`src/rtl/imu_pkg.sv`:
```
// Shared types and constants for the IMU read sequencer: FSM states, sensor init words, rate register map.
package imu_pkg;

    typedef enum logic [2:0] {
        PWR_WAIT,
        INIT_WR,
        INIT_WAIT,
        IDLE,
        RD_ISSUE,
        RD_WAIT,
        PUBLISH
    } state_e;

    localparam int NUM_INIT = 4;
    localparam int NUM_RD   = 6;

    // Element 0 is issued first: INT enable, accel cfg, gyro cfg, rounding.
    localparam logic [NUM_INIT-1:0][15:0] INIT_TBL = {16'h1460, 16'h1150, 16'h1053, 16'h0D02};

    // ptchL/H, rollL/H, yawL/H; byte slot n is filled from RD_ADDR[n].
    localparam logic [NUM_RD-1:0][6:0] RD_ADDR = {7'h27, 7'h26, 7'h25, 7'h24, 7'h23, 7'h22};

    function automatic logic [15:0] rd_cmd(input logic [2:0] idx);
        return {1'b1, RD_ADDR[idx], 8'h00};
    endfunction

endpackage

```
`src/rtl/imu_rd_seq_if.sv`:
```
// Command/response link between the IMU sequencer (master) and the 16-bit SPI master (slave).
interface imu_rd_seq_if;
    logic        spi_wrt;
    logic [15:0] spi_cmd;
    logic        spi_done;
    logic [15:0] spi_rd_data;

    modport master (
        output spi_wrt,
        output spi_cmd,
        input  spi_done,
        input  spi_rd_data
    );

    modport slave (
        input  spi_wrt,
        input  spi_cmd,
        output spi_done,
        output spi_rd_data
    );
endinterface

```
`src/rtl/imu_int_sync.sv`:
```
// Two-flop synchronizer for the sensor INT line plus a one-cycle rising-edge pulse.
// Edge pulse appears 2 clks after the input rises; no backpressure.
module imu_int_sync (
    input  logic clk,
    input  logic rst_n,
    input  logic async_i,
    output logic rise_o
);

    logic meta_q;
    logic sync_q;
    logic prev_q;

    always_ff @(posedge clk or negedge rst_n) begin
        if (!rst_n) begin
            meta_q <= 1'b0;
            sync_q <= 1'b0;
            prev_q <= 1'b0;
        end else begin
            meta_q <= async_i;
            sync_q <= meta_q;
            prev_q <= sync_q;
        end
    end

    assign rise_o = sync_q & ~prev_q;

endmodule

```
`src/rtl/imu_rd_seq.sv`:
```
// IMU sequencer: power-up wait, sensor config writes, then six-byte rate reads per INT; vld 1 clk after 6th spi_done.
// One SPI transaction outstanding at a time; optional SPI watchdog and sticky err under IMU_TIMEOUT_EN.
module imu_rd_seq
    import imu_pkg::*;
#(
    parameter int PWRUP_CYC   = 65536,
    parameter int TIMEOUT_CYC = 2048
) (
    input  logic         clk,
    input  logic         rst_n,
    input  logic         INT,
    imu_rd_seq_if.master spi,
    output logic [15:0]  ptch,
    output logic [15:0]  roll,
    output logic [15:0]  yaw,
    output logic         vld,
    output logic         err
);

    localparam int PW = (PWRUP_CYC > 1) ? $clog2(PWRUP_CYC) : 1;
    localparam logic [PW-1:0] PWR_LAST  = PW'(PWRUP_CYC - 1);
    localparam logic [2:0]    INIT_LAST = 3'(NUM_INIT - 1);
    localparam logic [2:0]    RD_LAST   = 3'(NUM_RD - 1);

    state_e                   state_q, state_d;
    logic [2:0]               idx_q, idx_d;
    logic [PW-1:0]            pwr_cnt_q, pwr_cnt_d;
    logic                     pend_q, pend_d;
    logic [NUM_RD-1:0][7:0]   hold_q, hold_d;
    logic [15:0]              ptch_q, roll_q, yaw_q;
    logic                     vld_q;

    logic                     int_rise;
    logic                     armed;
    logic                     waiting;
    logic                     start_rd;
    logic                     publish;
    logic                     wrt_c;
    logic [15:0]              cmd_c;
    logic                     to_fire;
    logic                     unused_rd_hi;

    imu_int_sync u_int_sync (
        .clk     (clk),
        .rst_n   (rst_n),
        .async_i (INT),
        .rise_o  (int_rise)
    );

    // INT edges only count once the sensor has been configured.
    assign armed   = !(state_q inside {PWR_WAIT, INIT_WR, INIT_WAIT});
    assign waiting = (state_q == INIT_WAIT) || (state_q == RD_WAIT);

    always_ff @(posedge clk or negedge rst_n) begin
        if (!rst_n) begin
            state_q   <= PWR_WAIT;
            idx_q     <= '0;
            pwr_cnt_q <= '0;
            pend_q    <= 1'b0;
            hold_q    <= '0;
        end else begin
            state_q   <= state_d;
            idx_q     <= idx_d;
            pwr_cnt_q <= pwr_cnt_d;
            pend_q    <= pend_d;
            hold_q    <= hold_d;
        end
    end

    always_comb begin
        state_d   = state_q;
        idx_d     = idx_q;
        pwr_cnt_d = pwr_cnt_q;
        pend_d    = pend_q;
        hold_d    = hold_q;
        wrt_c     = 1'b0;
        cmd_c     = '0;
        publish   = 1'b0;
        start_rd  = 1'b0;

        unique case (state_q)
            PWR_WAIT: begin
                if (pwr_cnt_q == PWR_LAST) begin
                    state_d = INIT_WR;
                    idx_d   = '0;
                end else begin
                    pwr_cnt_d = pwr_cnt_q + PW'(1);
                end
            end
            INIT_WR: begin
                wrt_c   = 1'b1;
                cmd_c   = INIT_TBL[idx_q[1:0]];
                state_d = INIT_WAIT;
            end
            INIT_WAIT: begin
                cmd_c = INIT_TBL[idx_q[1:0]];
                if (spi.spi_done) begin
                    if (idx_q == INIT_LAST) begin
                        state_d = IDLE;
                        idx_d   = '0;
                    end else begin
                        state_d = INIT_WR;
                        idx_d   = idx_q + 3'd1;
                    end
                end else if (to_fire) begin
                    state_d = IDLE;
                    idx_d   = '0;
                end
            end
            IDLE: begin
                start_rd = pend_q;
            end
            RD_ISSUE: begin
                wrt_c   = 1'b1;
                cmd_c   = rd_cmd(idx_q);
                state_d = RD_WAIT;
            end
            RD_WAIT: begin
                cmd_c = rd_cmd(idx_q);
                if (spi.spi_done) begin
                    hold_d[idx_q] = spi.spi_rd_data[7:0];
                    if (idx_q == RD_LAST) begin
                        publish = 1'b1;
                        state_d = PUBLISH;
                        idx_d   = '0;
                    end else begin
                        state_d = RD_ISSUE;
                        idx_d   = idx_q + 3'd1;
                    end
                end else if (to_fire) begin
                    // A stalled read leaves a partial triple; drop it rather than publish.
                    state_d = IDLE;
                    idx_d   = '0;
                    hold_d  = '0;
                end
            end
            PUBLISH: begin
                start_rd = pend_q;
                state_d  = IDLE;
            end
            default: begin
                state_d = PWR_WAIT;
            end
        endcase

        if (start_rd) begin
            state_d = RD_ISSUE;
            idx_d   = '0;
            pend_d  = 1'b0;
        end
        // A fresh edge wins over the clear so data-ready coincident with a start is not lost.
        if (int_rise && armed) begin
            pend_d = 1'b1;
        end
    end

    // The whole triple loads on the final byte, so consumers never see a mix of old and new.
    always_ff @(posedge clk or negedge rst_n) begin
        if (!rst_n) begin
            ptch_q <= '0;
            roll_q <= '0;
            yaw_q  <= '0;
            vld_q  <= 1'b0;
        end else begin
            vld_q <= publish;
            if (publish) begin
                ptch_q <= {hold_d[1], hold_d[0]};
                roll_q <= {hold_d[3], hold_d[2]};
                yaw_q  <= {hold_d[5], hold_d[4]};
            end
        end
    end

`ifdef IMU_TIMEOUT_EN
    localparam int TW = $clog2(TIMEOUT_CYC + 1);

    logic [TW-1:0] to_cnt_q, to_cnt_d;
    logic          err_q, err_d;

    always_comb begin
        to_cnt_d = to_cnt_q;
        if (wrt_c) begin
            to_cnt_d = TW'(TIMEOUT_CYC - 1);
        end else if (waiting && (to_cnt_q != '0)) begin
            to_cnt_d = to_cnt_q - TW'(1);
        end
        to_fire = waiting && !spi.spi_done && (to_cnt_q <= TW'(1));
        err_d   = err_q | to_fire;
    end

    always_ff @(posedge clk or negedge rst_n) begin
        if (!rst_n) begin
            to_cnt_q <= '0;
            err_q    <= 1'b0;
        end else begin
            to_cnt_q <= to_cnt_d;
            err_q    <= err_d;
        end
    end

    assign err = err_q;
`else
    logic unused_timeout_cfg;

    assign to_fire            = 1'b0;
    assign err                = 1'b0;
    assign unused_timeout_cfg = (TIMEOUT_CYC > 0) & waiting;
`endif

    assign unused_rd_hi = ^spi.spi_rd_data[15:8];

    assign spi.spi_wrt = wrt_c;
    assign spi.spi_cmd = cmd_c;
    assign ptch        = ptch_q;
    assign roll        = roll_q;
    assign yaw         = yaw_q;
    assign vld         = vld_q;

endmodule

```
`src/flat_wrapper.sv`:
```
// flat-port wrapper written by rule: the top's interface ports become plain ports
module imu_rd_seq_flat import imu_pkg::*;
#(
    parameter int PWRUP_CYC   = 65536,
    parameter int TIMEOUT_CYC = 2048
)
  (clk, rst_n, INT, ptch, roll, yaw, vld, err, spi_spi_wrt, spi_spi_cmd, spi_spi_done, spi_spi_rd_data);
  imu_rd_seq_if spi_i ();
  input  logic clk;
  input  logic rst_n;
  input  logic INT;
  output logic [15:0] ptch;
  output logic [15:0] roll;
  output logic [15:0] yaw;
  output logic vld;
  output logic err;
  output wire logic [$bits(spi_i.spi_wrt)-1:0] spi_spi_wrt;
  output wire logic [$bits(spi_i.spi_cmd)-1:0] spi_spi_cmd;
  input wire logic [$bits(spi_i.spi_done)-1:0] spi_spi_done;
  input wire logic [$bits(spi_i.spi_rd_data)-1:0] spi_spi_rd_data;
  assign spi_spi_wrt = spi_i.spi_wrt;
  assign spi_spi_cmd = spi_i.spi_cmd;
  assign spi_i.spi_done = spi_spi_done;
  assign spi_i.spi_rd_data = spi_spi_rd_data;
  imu_rd_seq #(.PWRUP_CYC(PWRUP_CYC), .TIMEOUT_CYC(TIMEOUT_CYC)) u_core (.clk(clk), .rst_n(rst_n), .INT(INT), .spi(spi_i), .ptch(ptch), .roll(roll), .yaw(yaw), .vld(vld), .err(err));
endmodule
```
`config.mk`:
```
export PLATFORM = sky130hd
export DESIGN_NAME = imu_rd_seq_flat
export DESIGN_NICKNAME = d
export VERILOG_FILES = /design/src/rtl/imu_pkg.sv /design/src/rtl/imu_rd_seq_if.sv /design/src/rtl/imu_int_sync.sv /design/src/rtl/imu_rd_seq.sv /design/src/flat_wrapper.sv
export SDC_FILE = /design/constraint.sdc
export NUM_CORES = 1
export LEC_CHECK = 0
export BUFFER_PORTS_ARGS = -buffer_cell sky130_fd_sc_hd__buf_2
export CAP_MARGIN = 40
export CORE_UTILIZATION = 54
export CTS_BUF_LIST = sky130_fd_sc_hd__clkbuf_4 sky130_fd_sc_hd__clkbuf_8 sky130_fd_sc_hd__clkbuf_16
export CTS_CLUSTER_DIAMETER = 80
export DETAILED_ROUTE_END_ITERATION = 7
export PLACE_DENSITY = 0.77
export SYNTH_ARGS = -nofsm -noshare
export SYNTH_HDL_FRONTEND = slang
export SYNTH_SLANG_ARGS = --single-unit
```
`constraint.sdc`:
```
create_clock -name clk -period 2.7 [get_ports clk]
set_clock_uncertainty 0.1 [all_clocks]
set_input_delay 0.405 -clock clk [delete_from_list [all_inputs] [get_ports clk]]
set_output_delay 0.405 -clock clk [all_outputs]
set_load 0.05 [all_outputs]
```
## Yosys cells after proc, flatten, opt, wreduce, memory -nomap -nowiden

Memories as Yosys holds them, arrays and structs flattened.
Cells that the tools add are included.

| word-level totals | value |
|---|---|
| flip-flop bits (word level) | 123 |
| memories kept | 1 |
| output and inout port bits | 67 |
| word-level logic and storage cells | 83 |
| memory bits (read-only) | 56 |

| operators by class | value |
|---|---|
| magnitude comparators | 3 |
| reductions and logical operators | 14 |
| bitwise gates (word level) | 3 |
| equality and inequality tests | 13 |
| mux-type cells | 30 |
| add/sub/neg operators | 2 |

Memories:

| name | words | width | rd ports | clocked after memory_dff | write ports | line | source |
|---|---|---|---|---|---|---|---|
| (no name shown) | 8 | 7 | 1 | 0 | 0 | imu_pkg.sv:24 | `return {1'b1, RD_ADDR[idx], 8'h00};` |

Operator list:

| cell | count |
|---|---|
| two-way mux 48 bit | 2 |
| bitwise mux 48 bit | 1 |
| binary-select mux 16 bit (select 2 bit) | 1 |
| case mux 16 bit (2 select lines) | 1 |
| two-way mux 3 bit | 10 |
| demux 8 bit (select 3 bit) | 1 |
| case mux 3 bit (7 select lines) | 1 |
| adder 16 x 1 -> 16 bit, second input constant | 1 |
| == test 16 bit, second input constant | 1 |
| two-way mux 16 bit | 1 |
| == test 3 bit, second input constant | 4 |
| == test 3 x 2 -> 1 bit, second input constant | 3 |
| != test 3 x 2 -> 1 bit, second input constant | 3 |
| case mux 3 bit (3 select lines) | 1 |
| two-way mux 8 bit | 1 |
| AND reduction 4 bit | 2 |
| OR reduction 2 bit | 4 |
| two-way mux 1 bit | 7 |
| two-way mux 7 bit | 1 |
| < comparator 3 x 4 -> 1 bit, second input constant | 1 |
| two-way mux 2 bit | 2 |
| nonzero test 4 bit | 1 |
| adder 3 x 1 -> 3 bit, second input constant | 1 |
| == test 3 x 1 -> 1 bit, second input constant | 1 |
| other kinds (11) | 13 |

## Depth between registers and ports, before layout

Gate-level depths: netlist (run 1).

| logic depth | value |
|---|---|
| word-level depth | 7 |
| gate-level depth with buffers | 8 |
| gate-level depth less buffers | 7 |

## Modules after synthesis

Synthesis (run 1) repeated with hierarchy kept, for this count alone.

| unflattened totals | value |
|---|---|
| cell total of the unflattened synthesis | 462 |
| area, all modules | 5118.7 sq um |

By module, submodules not included:

| module | cells each | instances | area an instance (sq um) | seq. area each (sq um) |
|---|---|---|---|---|
| imu_rd_seq | 458 | 1 | 5029.8 | 3002.9 |
| imu_int_sync | 4 | 1 | 88.8 | 75.1 |

## Least setup slack after synthesis (run 1)

Ideal clock, no wire load.

| timing | value |
|---|---|
| path kind | reg2out |
| start | register u_core.state_q[0] |
| end | output port spi_spi_cmd[12] |
| stages on the path, launching flop included | 6 |
| path buffers | 2 |
| arrival | 2.083 ns |
| data required time | 2.195 ns |
| slack | 0.112 ns |
| cells stage by stage | dfrtp_1 > clkbuf_1 > xor2_1 > nand2_1 > nor2_1 > buf_4 |

| on the way | value |
|---|---|
| cells in the longest elaborated chain, start to end | 3 |
| elaborated cells between the ends (all ways) | 7 |
| those cells by class | eq/ne: 4; mux: 1; reduce/logical: 2 |

Ends and longest elaborated chain:

| item | line | source |
|---|---|---|
| from (decl) | imu_rd_seq.sv:25 | `state_e state_q, state_d;` |
| from (signal assigned) | imu_rd_seq.sv:62 | `state_q <= state_d;` |
| == test 3 bit (tied with other cells) | imu_rd_seq.sv:81 | `unique case (state_q)` |
| OR reduction 2 bit (no line) | -- |  |
| case mux 16 bit (2 select lines) (*) | imu_rd_seq.sv:81 |  |
| to (decl) | flat_wrapper.sv:18 | `output wire logic [$bits(spi_i.spi_cmd)-1:0] spi_spi_cmd;` |

Mark *: on every way between the ends. The rest lies on a longest branch, timed or not.

## Final worst setup path (run 1)

| timing | value |
|---|---|
| start | register u_core.idx_q[1] |
| end | output port spi_spi_cmd[10] |

| on the way | value |
|---|---|
| cells in the longest elaborated chain, start to end | 3 |
| elaborated cells between the ends (all ways) | 5 |
| those cells by class | mux: 4; memory: 1 |

Ends and longest elaborated chain:

| item | line | source |
|---|---|---|
| from (decl) | imu_rd_seq.sv:26 | `logic [2:0] idx_q, idx_d;` |
| from (signal assigned) | imu_rd_seq.sv:63 | `idx_q <= idx_d;` |
| memory (8 x 7 bit) or binary-select mux 16 bit (select 2 bit) (tied branches) | -- |  |
| two-way mux 7 bit (implied by the code) or two-way mux 16 bit (tied branches) | imu_pkg.sv:24, imu_rd_seq.sv:92, imu_rd_seq.sv:96 |  |
| case mux 16 bit (2 select lines) (*) | imu_rd_seq.sv:81 |  |

Mark *: on every way between the ends. The rest lies on a longest branch, timed or not. The select of a mux whose other input is x is not followed.

==> results of run 1 <==
-- cell usage in the layout (no fill, tap or decap), drive strengths merged, types with 2 or more instances in the layout --
cell / netlist / layout
dfrtp: 123 / 123
mux2: 98 / 98
buf: 15 / 80
nand2: 19 / 19
clkbuf: 3 / 18
inv: 9 / 15
nor2: 12 / 12
nand3: 11 / 11
xnor2: 10 / 10
and3: 9 / 9
ha: 7 / 7
nand4: 6 / 6
conb: 1 / 5
clkinv: 0 / 5
o21ai: 4 / 4
nor3: 4 / 4
a21oi: 3 / 3
mux2i: 3 / 3
xor2: 3 / 3
and2: 3 / 3
o22ai: 2 / 2
nor2b: 2 / 2
o21a: 2 / 2
nand2b: 2 / 2
a31oi: 2 / 2
bufinv: 0 / 2
dlygate4sd3: 0 / 2
nor3b: 2 / 2
and4: 2 / 2
-- worst max path at each step --
stage                                 end  slack, ns              start
after CTS                 spi_spi_cmd[10]       0.08  u_core.state_q[0]
after global routing      spi_spi_cmd[10]       0.03  u_core.state_q[0]
after floorplan           spi_spi_cmd[12]       0.11  u_core.state_q[0]
after global placement     u_core.ptch[3]       0.49       spi_spi_done
final                     spi_spi_cmd[10]       0.17    u_core.idx_q[1]
after detailed placement   u_core.ptch[0]       0.46       spi_spi_done
-- kinds of logic (layout without fill, tap and decap cells) --
kind of cell	count (synthesis)	in the layout	synth area share
buffers and inverters	27	123	0.0284
XOR/XNOR	13	13	0.0219
AND/OR/NAND/NOR	75	75	0.0891
adder cells (fa/ha/maj)	7	7	0.0168
AO/OA/AOI/OAI	23	23	0.0315
flip-flops	123	123	0.592
other	1	5	0.000721
multiplexers	101	101	0.219
-- critical path, stage by stage (launching register included) --
cell,delay [ns]
dfrtp_2,0.49
inv_1,0.26
ha_1,0.32
o22ai_1,0.17
buf_2,0.28
-- cells in the mapped netlist (2+ instances only) --
cell type    n
xor2_1       3
o21ai_0      4
nand2_2      2
dfrtp_1    123
a21oi_1      3
nor2_1      12
and3_1       9
nor2b_1      2
inv_1        9
nor3_1       2
buf_4        8
buf_2        6
nand4_1      6
ha_1         7
o22ai_1      2
clkbuf_1     2
mux2i_1      3
nor3_4       2
mux2_4       2
mux2_2      96
nand2_1     16
nand3_1     10
xnor2_1     10
o21a_1       2
nand2b_1     2
a31oi_1      2
-- final cells by class --
class	count	area, um2	share of cell area
clock buffer	18	422	0.0668
multi-input combinational	224	2000	0.316
inverter	9	33.8	0.00535
timing repair buffer	82	465	0.0737
sequential	123	3080	0.488
clock inverter	14	159	0.0252
tap	129	161	0.0256
-- state kept, by name, summed over array words and instances (netlist names) --
register and flops:
u_core.vld 1, u_core.u_int_sync.sync_q 1, u_core.hold_q 48, u_core.yaw 16, u_core.idx_q 3, u_core.pend_q 1
u_core.ptch 16, u_core.u_int_sync.meta_q 1, u_core.state_q 3, u_core.pwr_cnt_q 16, u_core.roll 16, u_core.u_int_sync.prev_q 1
-- where the power goes --
| part | internal, mW | switching, mW |
|---|---|---|
| Clock | 1.34 | 0.864 |
| Sequential | 2.02 | 0.147 |
| Combinational | 0.427 | 0.900 |
| Total | 3.79 | 1.91 |
-- metal layers --
| layer | vias to the layer above | wire length [um] | part of all wire |
|---|---|---|---|
| met5 | - | 0 | 0 |
| met4 | 0 | 68 | 0.0067 |
| met3 | 7 | 513 | 0.050 |
| met2 | 79 | 5090 | 0.50 |
| met1 | 1635 | 4530 | 0.44 |
| li1 | 1490 | - | - |
-- timing repair --
item | 4_1_cts | 5_1_grt
hold buffers | 2 | 0
resized for setup | 1 | 1
endpoints found under the setup margin | 1 | 5
hold endpoints to repair | 43 | 0
-- through the flow --
step	util	hold slack [ns]	area [um2]	total power, mW
floorplan	-	0.00941	5210	3.20
CTS	0.680	0.150	6310	5.73
finish	0.680	0.168	6320	5.71
detailed placement	0.615	0.242	5710	3.50
global route	0.680	0.151	6320	5.95
global placement	0.615	0.245	5710	3.46
==> impl_metrics.csv, run 1 <==
group,metric,value,unit
outcome,status,"finished, final reports clean",
setup_path,critPathRequiredTime,2.19,ns
grt,grt_use_met3,0.0669,
synth,yosys-top-cells-area,"dfrtp_1 59%, mux2_2 21%, ha_1 1.7%, xnor2_1 1.7%, buf_4 1.2%",
clock_network,cts_made_buffers,17,
flow_run,maxCapViolations,0,
grt,overflow,0,
clock_network,cts_root_buf,"clkbuf_8",
detailed_routing,routed_wl,10200,um
cells_and_area,layout.cells.non_filler,599,
clock_network,cts_tree,"yes",
synth,ys_types,51,
grt,grt_use_met1,0.301,
cells_and_area,area_growth,21.5,%
cells_and_area,fillerInstances,684,
placement,place_inst,565,
grt,grt_pass1_wl,17200,um
cells_and_area,final_nets,484,
setup_path,crit_arrival,2.03,ns
hold_path,hp-class,"input port to flip-flop",
sta,timing.final.ws_setup,0.166,ns
setup_path,path_max_fanout,9,
hold_path,worstHoldStart,"spi_spi_rd_data[3]",
grt,gr-usage-met2,0.361,
grt,grt_pass1_vias,3369,
power,leakagePower,3.29,nW
synth,ys.flop_type,"dfrtp_1",
floorplan,start_util,0.560,
setup_path,worstReg2RegEnd,"u_core.ptch[3]",
floorplan,ioPinCount,87,
synth,ys_warn_count,0,
placement,pre_cts_slack,0.456,ns
sta,finalHoldViolCount,0,
cells_and_area,drive_above_1_share,0.485,
detailed_routing,drcViolationCount,0,
synth,yosys_register_bits,123,
sta,finalSetupViolCount,0,
sta,fmax,395,MHz
clock_network,post_cts_buffers,0,
floorplan,rows,35,
floorplan,design.die.area,0.0100,mm2
sta,relSlewSlack,0.608,
setup_path,endpoint_kind,"output pin",
grt,grt_max_degree,50,
grt,track_usage,0.227,
detailed_routing,drt_first_pass_iters,5,
synth,synth_edf_count,0,
grt,busiest_layer,"met2",
synth,ys_seq_area_frac,0.592,
setup_path,critPathKind,"flip-flop to output pin",
detailed_routing,drt_iter0_markers,195,
placement,dpl.hpwl,6530,um
synth,synth_cells,370,
sta,grt_setup_unrepaired,"no",
cells_and_area,num_antenna_cells,0,
detailed_routing,ant_nets,0,
synth,synth_top_area_frac,0.592,
clock_network,htree_levels,4,
synth,synth-async-reset-ratio,1.00,
sta,fin_crit_sh,0.939,
placement,place_congestion,0.783,
clock_network,clkTransAtPathRegs,0.06,ns
sta,setup_tns,0,ns
sta,drv_slew,0,
synth,synth_top_cell_by_area,"dfrtp_1",
sta,period_minus_slack,2.53,ns
power,peakVddDrop,0.457,mV
synth,synth_area,0.00520,mm2
detailed_routing,vias_per_cell,5.36,
floorplan,die_x,100,um
clock_network,cts_sinks,123,
grt,antenna_found_initial,0,
detailed_routing,via_count,3211,
setup_path,r2r.worst_path.cells,5,
setup_path,r2r_start,"u_core.state_q[2]",
setup_path,startpoint_type,"flip-flop",
clock_network,clk_latency,0.51,ns
hold_path,holdPathStages,2,
detailed_routing,wl_per_cell,17.0,um
power,powerDensity,903,mW/mm2
synth,avgSynthCellArea,14.1,um2
placement,io_buffers,73,
sta,worst_pin_slew,0.588,ns
clock_network,cts_buffer_depth,2,
floorplan,die_h,100,um
hold_path,holdPathEnd,"u_core.hold_q[11]",
setup_path,r2r_setup_slack,0.47,ns
floorplan,coreArea,0.00928,mm2
(Power assumes the default switching activity.)
==> run 2, diff against run 1 <==
clock period = 3.1 ns   (was 2.7 ns; I/O delays follow)
==> run 2 against run 1 <==
First-iteration DRC count is 19% lower. Cell count is 0.67% lower. Die area stayed put.
==> impl_metrics.csv, run 2 (synthesized netlist as in run 1, its figures left out) <==
group,metric,value,unit
setup_path,cp_top_family,"flip-flops",
setup_path,startpoint_type,"flip-flop",
cells_and_area,num_antenna_cells,0,
clock_network,clkTransAtPathRegs,0.06,ns
detailed_routing,routedLengthMet1,4530,um
setup_path,critPathBufInv,2,
placement,io_buffers,73,
setup_path,slowest_delay,0.58,ns
clock_network,cts_sinks,123,
clock_network,cts_resized,0,
detailed_routing,highest_layer,"met4",
floorplan,design.die.area,0.0100,mm2
cells_and_area,design_area,0.00627,mm2
grt,grt_pass1_vias,3384,
sta,finalHoldViolCount,0,
cells_and_area,largest_reg_flops,48,
outcome,status,"finished, final reports clean",
sta,setup_tns,0,ns
detailed_routing,vias_per_cell,5.46,
sta,grt_setup_unrepaired,"no",
cells_and_area,top_register,"u_core.hold_q",
detailed_routing,routed_wl,10300,um
clock_network,cts_made_buffers,17,
power,p_int,3.22,mW
sta,period_minus_slack,2.76,ns
clock_network,cts_buffer_depth,2,
placement,place_congestion,0.789,
grt,grt_pass1_wl,17200,um
floorplan,die_x,100,um
power,seqPwrFrac,0.394,
sta,finalSetupViolCount,0,
detailed_routing,via_count,3247,
floorplan,coreArea,0.00928,mm2
hold_path,hp-class,"input port to flip-flop",
power,switchingPower,1.65,mW
setup_path,endpoint_kind,"output pin",
cells_and_area,final_util,0.675,
power,pwr-share-clk,0.378,
power,p_comb_frac,0.228,
setup_path,critPathSlowestCell,"dfrtp_1",
cells_and_area,fillerInstances,674,
cells_and_area,final_cell_mix,"123 x dfrtp_1, 96 x mux2_2, 72 x buf_2",
clock_network,cts_tree,"yes",
setup_path,critPathRequiredTime,2.53,ns
placement,dpl.hpwl,6590,um
detailed_routing,route.met3.wl,522,um
cells_and_area,drive_above_1_share,0.476,
power,leakagePower,3.26,nW
floorplan,rows,35,
clock_network,htree_levels,4,
detailed_routing,wl_per_cell,17.3,um
grt,track_usage,0.228,
setup_path,crit_arrival,2.19,ns
detailed_routing,wl_met2,5130,um
cells_and_area,final_nets,481,
floorplan,ioPinCount,87,
detailed_routing,drt_first_pass_iters,4,
flow_run,maxCapViolations,0,
cells_and_area,final_common_cell,"dfrtp_1",
floorplan,start_util,0.560,
setup_path,path_max_fanout,9,
grt,overflow,0,
cells_and_area,area_growth,20.6,%
sta,worst_pin_slew,0.622,ns
clock_network,cts_hold_buf,2,
clock_network,post_cts_buffers,0,
detailed_routing,drcViolationCount,0,
power,powerDensity,778,mW/mm2
detailed_routing,drt_iter0_markers,158,
floorplan,die_h,100,um
setup_path,critPathKind,"flip-flop to output pin",
sta,fin_crit_sh,0.890,
setup_path,path_cells,"inv_1 > ha_1 > o22ai_1 > buf_2",
detailed_routing,ant_nets,0,
clock_network,clk_latency,0.50,ns
grt,antenna_found_initial,0,
power,peakVddDrop,0.449,mV
grt,grt_max_degree,72,
power,switching_share,0.339,
sta,drv_slew,0,
placement,place_area,0.00569,mm2
sta,fmax,362,MHz
clock_network,cts_root_buf,"clkbuf_8",
sta,relSlewSlack,0.586,
==> run 2: cell count changes in the layout (fill, tap and decap cells not counted), sizes merged <==
| cell | before | now |
|---|---|---|
| inv | 15 | 13 |
| clkinv | 5 | 6 |
| bufinv | 2 | 1 |
| clkbuf | 18 | 19 |
| buf | 80 | 77 |
==> run 2: cell type report <==
type / count / area, um2 / share of cell area
clock inverter: 12 / 114 / 0.0182
multi-input combinational: 224 / 1990 / 0.317
timing repair buffer: 79 / 450 / 0.0719
inverter: 9 / 33.8 / 0.00539
clock buffer: 19 / 442 / 0.0705
tap: 129 / 161 / 0.0258
sequential: 123 / 3080 / 0.491
==> run 2: worst paths after layout <==
kind	startpoint	endpoint	slack [ns]	cells after the start
max in group asynchronous	rst_n	u_core.hold_q[24]	1.95	3
min	spi_spi_rd_data[3]	u_core.hold_q[11]	0.21	2
min in group asynchronous	rst_n	u_core.u_int_sync.prev_q	0.30	3
max reg2reg	u_core.state_q[0]	u_core.yaw[1]	0.61	5
min reg2reg	u_core.u_int_sync.meta_q	u_core.u_int_sync.sync_q	0.25	0
max	u_core.idx_q[1]	spi_spi_cmd[10]	0.34	4
==> run 2: per-stage QoR <==
step	std cells	hold WS, ns	power, mW	setup WS [ns]
2_1_floorplan	374	0.0694	2.79	0.452
3_3_place_gp	561	0.237	2.99	0.707
3_5_place_dp	562	0.238	3.04	0.644
4_1_cts	595	0.198	4.90	0.309
5_1_grt	595	0.193	5.07	0.201
6_report	595	0.213	4.87	0.341
==> run 2: layer usage <==
| layer | vias to the layer above | GRT usage |
|---|---|---|
| li1 | 1468 | - |
| met1 | 1672 | 0.293 |
| met2 | 93 | 0.366 |
| met3 | 14 | 0.0801 |
| met4 | 0 | 0.0713 |
| met5 | - | 0 |
==> run 2: power by group through the flow <==
stage	Clock, mW	Combinational (mW)	Sequential, mW
after global placement	0	1.06	1.93
final	1.84	1.11	1.92
after floorplan	0	0.927	1.86
after CTS	1.87	1.11	1.91
after global routing	1.94	1.19	1.94
after detailed placement	0	1.10	1.94
==> run 3, diff against run 2 <==
CAP_MARGIN = unset   (was 40)
CTS_BUF_LIST = sky130_fd_sc_hd__clkbuf_8   (was sky130_fd_sc_hd__clkbuf_4 sky130_fd_sc_hd__clkbuf_8 sky130_fd_sc_hd__clkbuf_16)
==> run 3 against run 2 <==
Combinational power about the same. Clock-buffer cell count down 2. Non-clock buffer count down 3. First-iteration DRC count down 19%. Fmax up 3.0%. Total power down 8.8%. Critical path type unchanged. Critical endpoint unchanged. Largest cell class unchanged.
==> impl_metrics.csv, run 3 (synthesized netlist as in run 1, its figures left out) <==
group,metric,value,unit
outcome,status,"finished, final reports clean",
sta,worst_pin_slew,0.885,ns
sta,grt_setup_unrepaired,"no",
setup_path,path_max_fanout,9,
setup_path,critPathKind,"flip-flop to output pin",
floorplan,die_h,100,um
floorplan,design.die.area,0.0100,mm2
clock_network,clk_latency,0.43,ns
cells_and_area,final_cell_mix,"123 x dfrtp_1, 96 x mux2_2, 72 x buf_2",
sta,setup_tns,0,ns
setup_path,worstReg2RegEnd,"u_core.yaw[1]",
sta,timing.final.ws_setup,0.421,ns
sta,period_minus_slack,2.68,ns
cells_and_area,num_antenna_cells,0,
placement,dpl.hpwl,6540,um
setup_path,r2r_setup_slack,0.63,ns
sta,fmax,373,MHz
power,peakVddDrop,0.515,mV
detailed_routing,drt_first_pass_iters,4,
grt,grt_pass1_wl,16600,um
clock_network,cts_hold_buf,0,
cells_and_area,largest_reg_flops,48,
sta,drv_slew,0,
grt,grt_pass1_vias,3302,
clock_network,cts_root_buf,"clkbuf_8",
clock_network,cts_resized,0,
detailed_routing,via_count,3178,
clock_network,cts_tree,"yes",
floorplan,start_util,0.560,
grt,antenna_found_initial,0,
setup_path,startpoint_type,"flip-flop",
placement,place_area,0.00566,mm2
grt,grt_max_degree,73,
setup_path,endpoint_kind,"output pin",
placement,place_congestion,0.789,
setup_path,r2r_start,"u_core.state_q[0]",
cells_and_area,area_growth,16.8,%
clock_network,cts_sinks,123,
grt,overflow,0,
detailed_routing,drcViolationCount,0,
floorplan,die_x,100,um
cells_and_area,fillerInstances,703,
flow_run,maxCapViolations,0,
cells_and_area,top_register,"u_core.hold_q",
sta,finalHoldViolCount,0,
detailed_routing,drt_iter0_markers,128,
placement,io_buffers,73,
clock_network,clkTransAtPathRegs,0.07,ns
detailed_routing,wl_per_cell,16.7,um
setup_path,path_cells,"inv_1 > ha_1 > o22ai_1 > buf_2",
clock_network,cts_buffer_depth,2,
floorplan,ioPinCount,87,
sta,fin_crit_sh,0.864,
setup_path,endpoint,"spi_spi_cmd[10]",
power,powerDensity,732,mW/mm2
cells_and_area,final_common_cell,"dfrtp_1",
sta,relSlewSlack,0.410,
sta,hold_slack,0.0384,ns
cells_and_area,final_nets,478,
clock_network,htree_levels,4,
clock_network,cts_made_buffers,17,
cells_and_area,design_area,0.00607,mm2
clock_network,post_cts_buffers,0,
floorplan,coreArea,0.00928,mm2
cells_and_area,drive_above_1_share,0.475,
setup_path,crit_arrival,2.11,ns
detailed_routing,routed_wl,9910,um
power,leakagePower,3.17,nW
setup_path,r2r.worst_path.cells,5,
detailed_routing,ant_nets,0,
sta,finalSetupViolCount,0,
grt,track_usage,0.222,
floorplan,rows,35,
setup_path,critPathRequiredTime,2.53,ns
hold_path,hp-class,"input port to asynchronous set/reset pin",
setup_path,critPathSlowestCell,"dfrtp_1",
placement,pre_cts_slack,0.656,ns
cells_and_area,final_util,0.654,
setup_path,crit_path_start,"u_core.idx_q[1]",
setup_path,slowest_delay,0.58,ns
detailed_routing,vias_per_cell,5.37,
-- run 3: layout make-up --
type / count / area [um2] / share of cell area
inverters: 9 / 33.8 / 0.00557
multi-input cells: 224 / 1990 / 0.328
clock inverters: 14 / 171 / 0.0282
clock buffers: 17 / 234 / 0.0385
repair buffers: 76 / 403 / 0.0664
well taps: 129 / 161 / 0.0266
flip-flops and latches: 123 / 3080 / 0.507
-- run 3: worst min-delay path by stage --
stage,from,end,slack [ns],cells after the start
5_1_grt,INT,u_core.u_int_sync.meta_q,0.02,1
3_3_place_gp,u_core.u_int_sync.meta_q,u_core.u_int_sync.sync_q,0.24,0
3_5_place_dp,u_core.u_int_sync.meta_q,u_core.u_int_sync.sync_q,0.24,0
6_report,rst_n,u_core.state_q[2],0.04,2
4_1_cts,INT,u_core.u_int_sync.meta_q,0.02,1
2_1_floorplan,rst_n,u_core.hold_q[0],0.07,0
-- run 3: per-stage QoR --
step	instances	power [mW]
6_report	592	4.44
2_1_floorplan	374	2.79
4_1_cts	592	4.47
5_1_grt	592	4.64
3_3_place_gp	561	2.99
3_5_place_dp	561	3.03
-- run 3: power by group --
part,internal [mW],switching [mW],total [mW]
Combinational,0.347,0.751,1.10
Sequential,1.76,0.151,1.91
Clock,0.794,0.642,1.44
-- run 3: per-layer routing --
layer  track usage  part of all wire  up-vias
met5             0                 0        -
met4        0.0858             0.014        0
met2         0.338              0.48      107
met3        0.0724             0.058       16
li1              -                 -     1460
met1         0.298              0.45     1595
-- run 3: critical path, delay by kind of cell (launching register included) --
family	cells	cell delay (ns)
AO/OA/AOI/OAI	1	0.19
adder cells (fa/ha/maj)	1	0.37
buffers and inverters	2	0.54
flip-flops	1	0.58
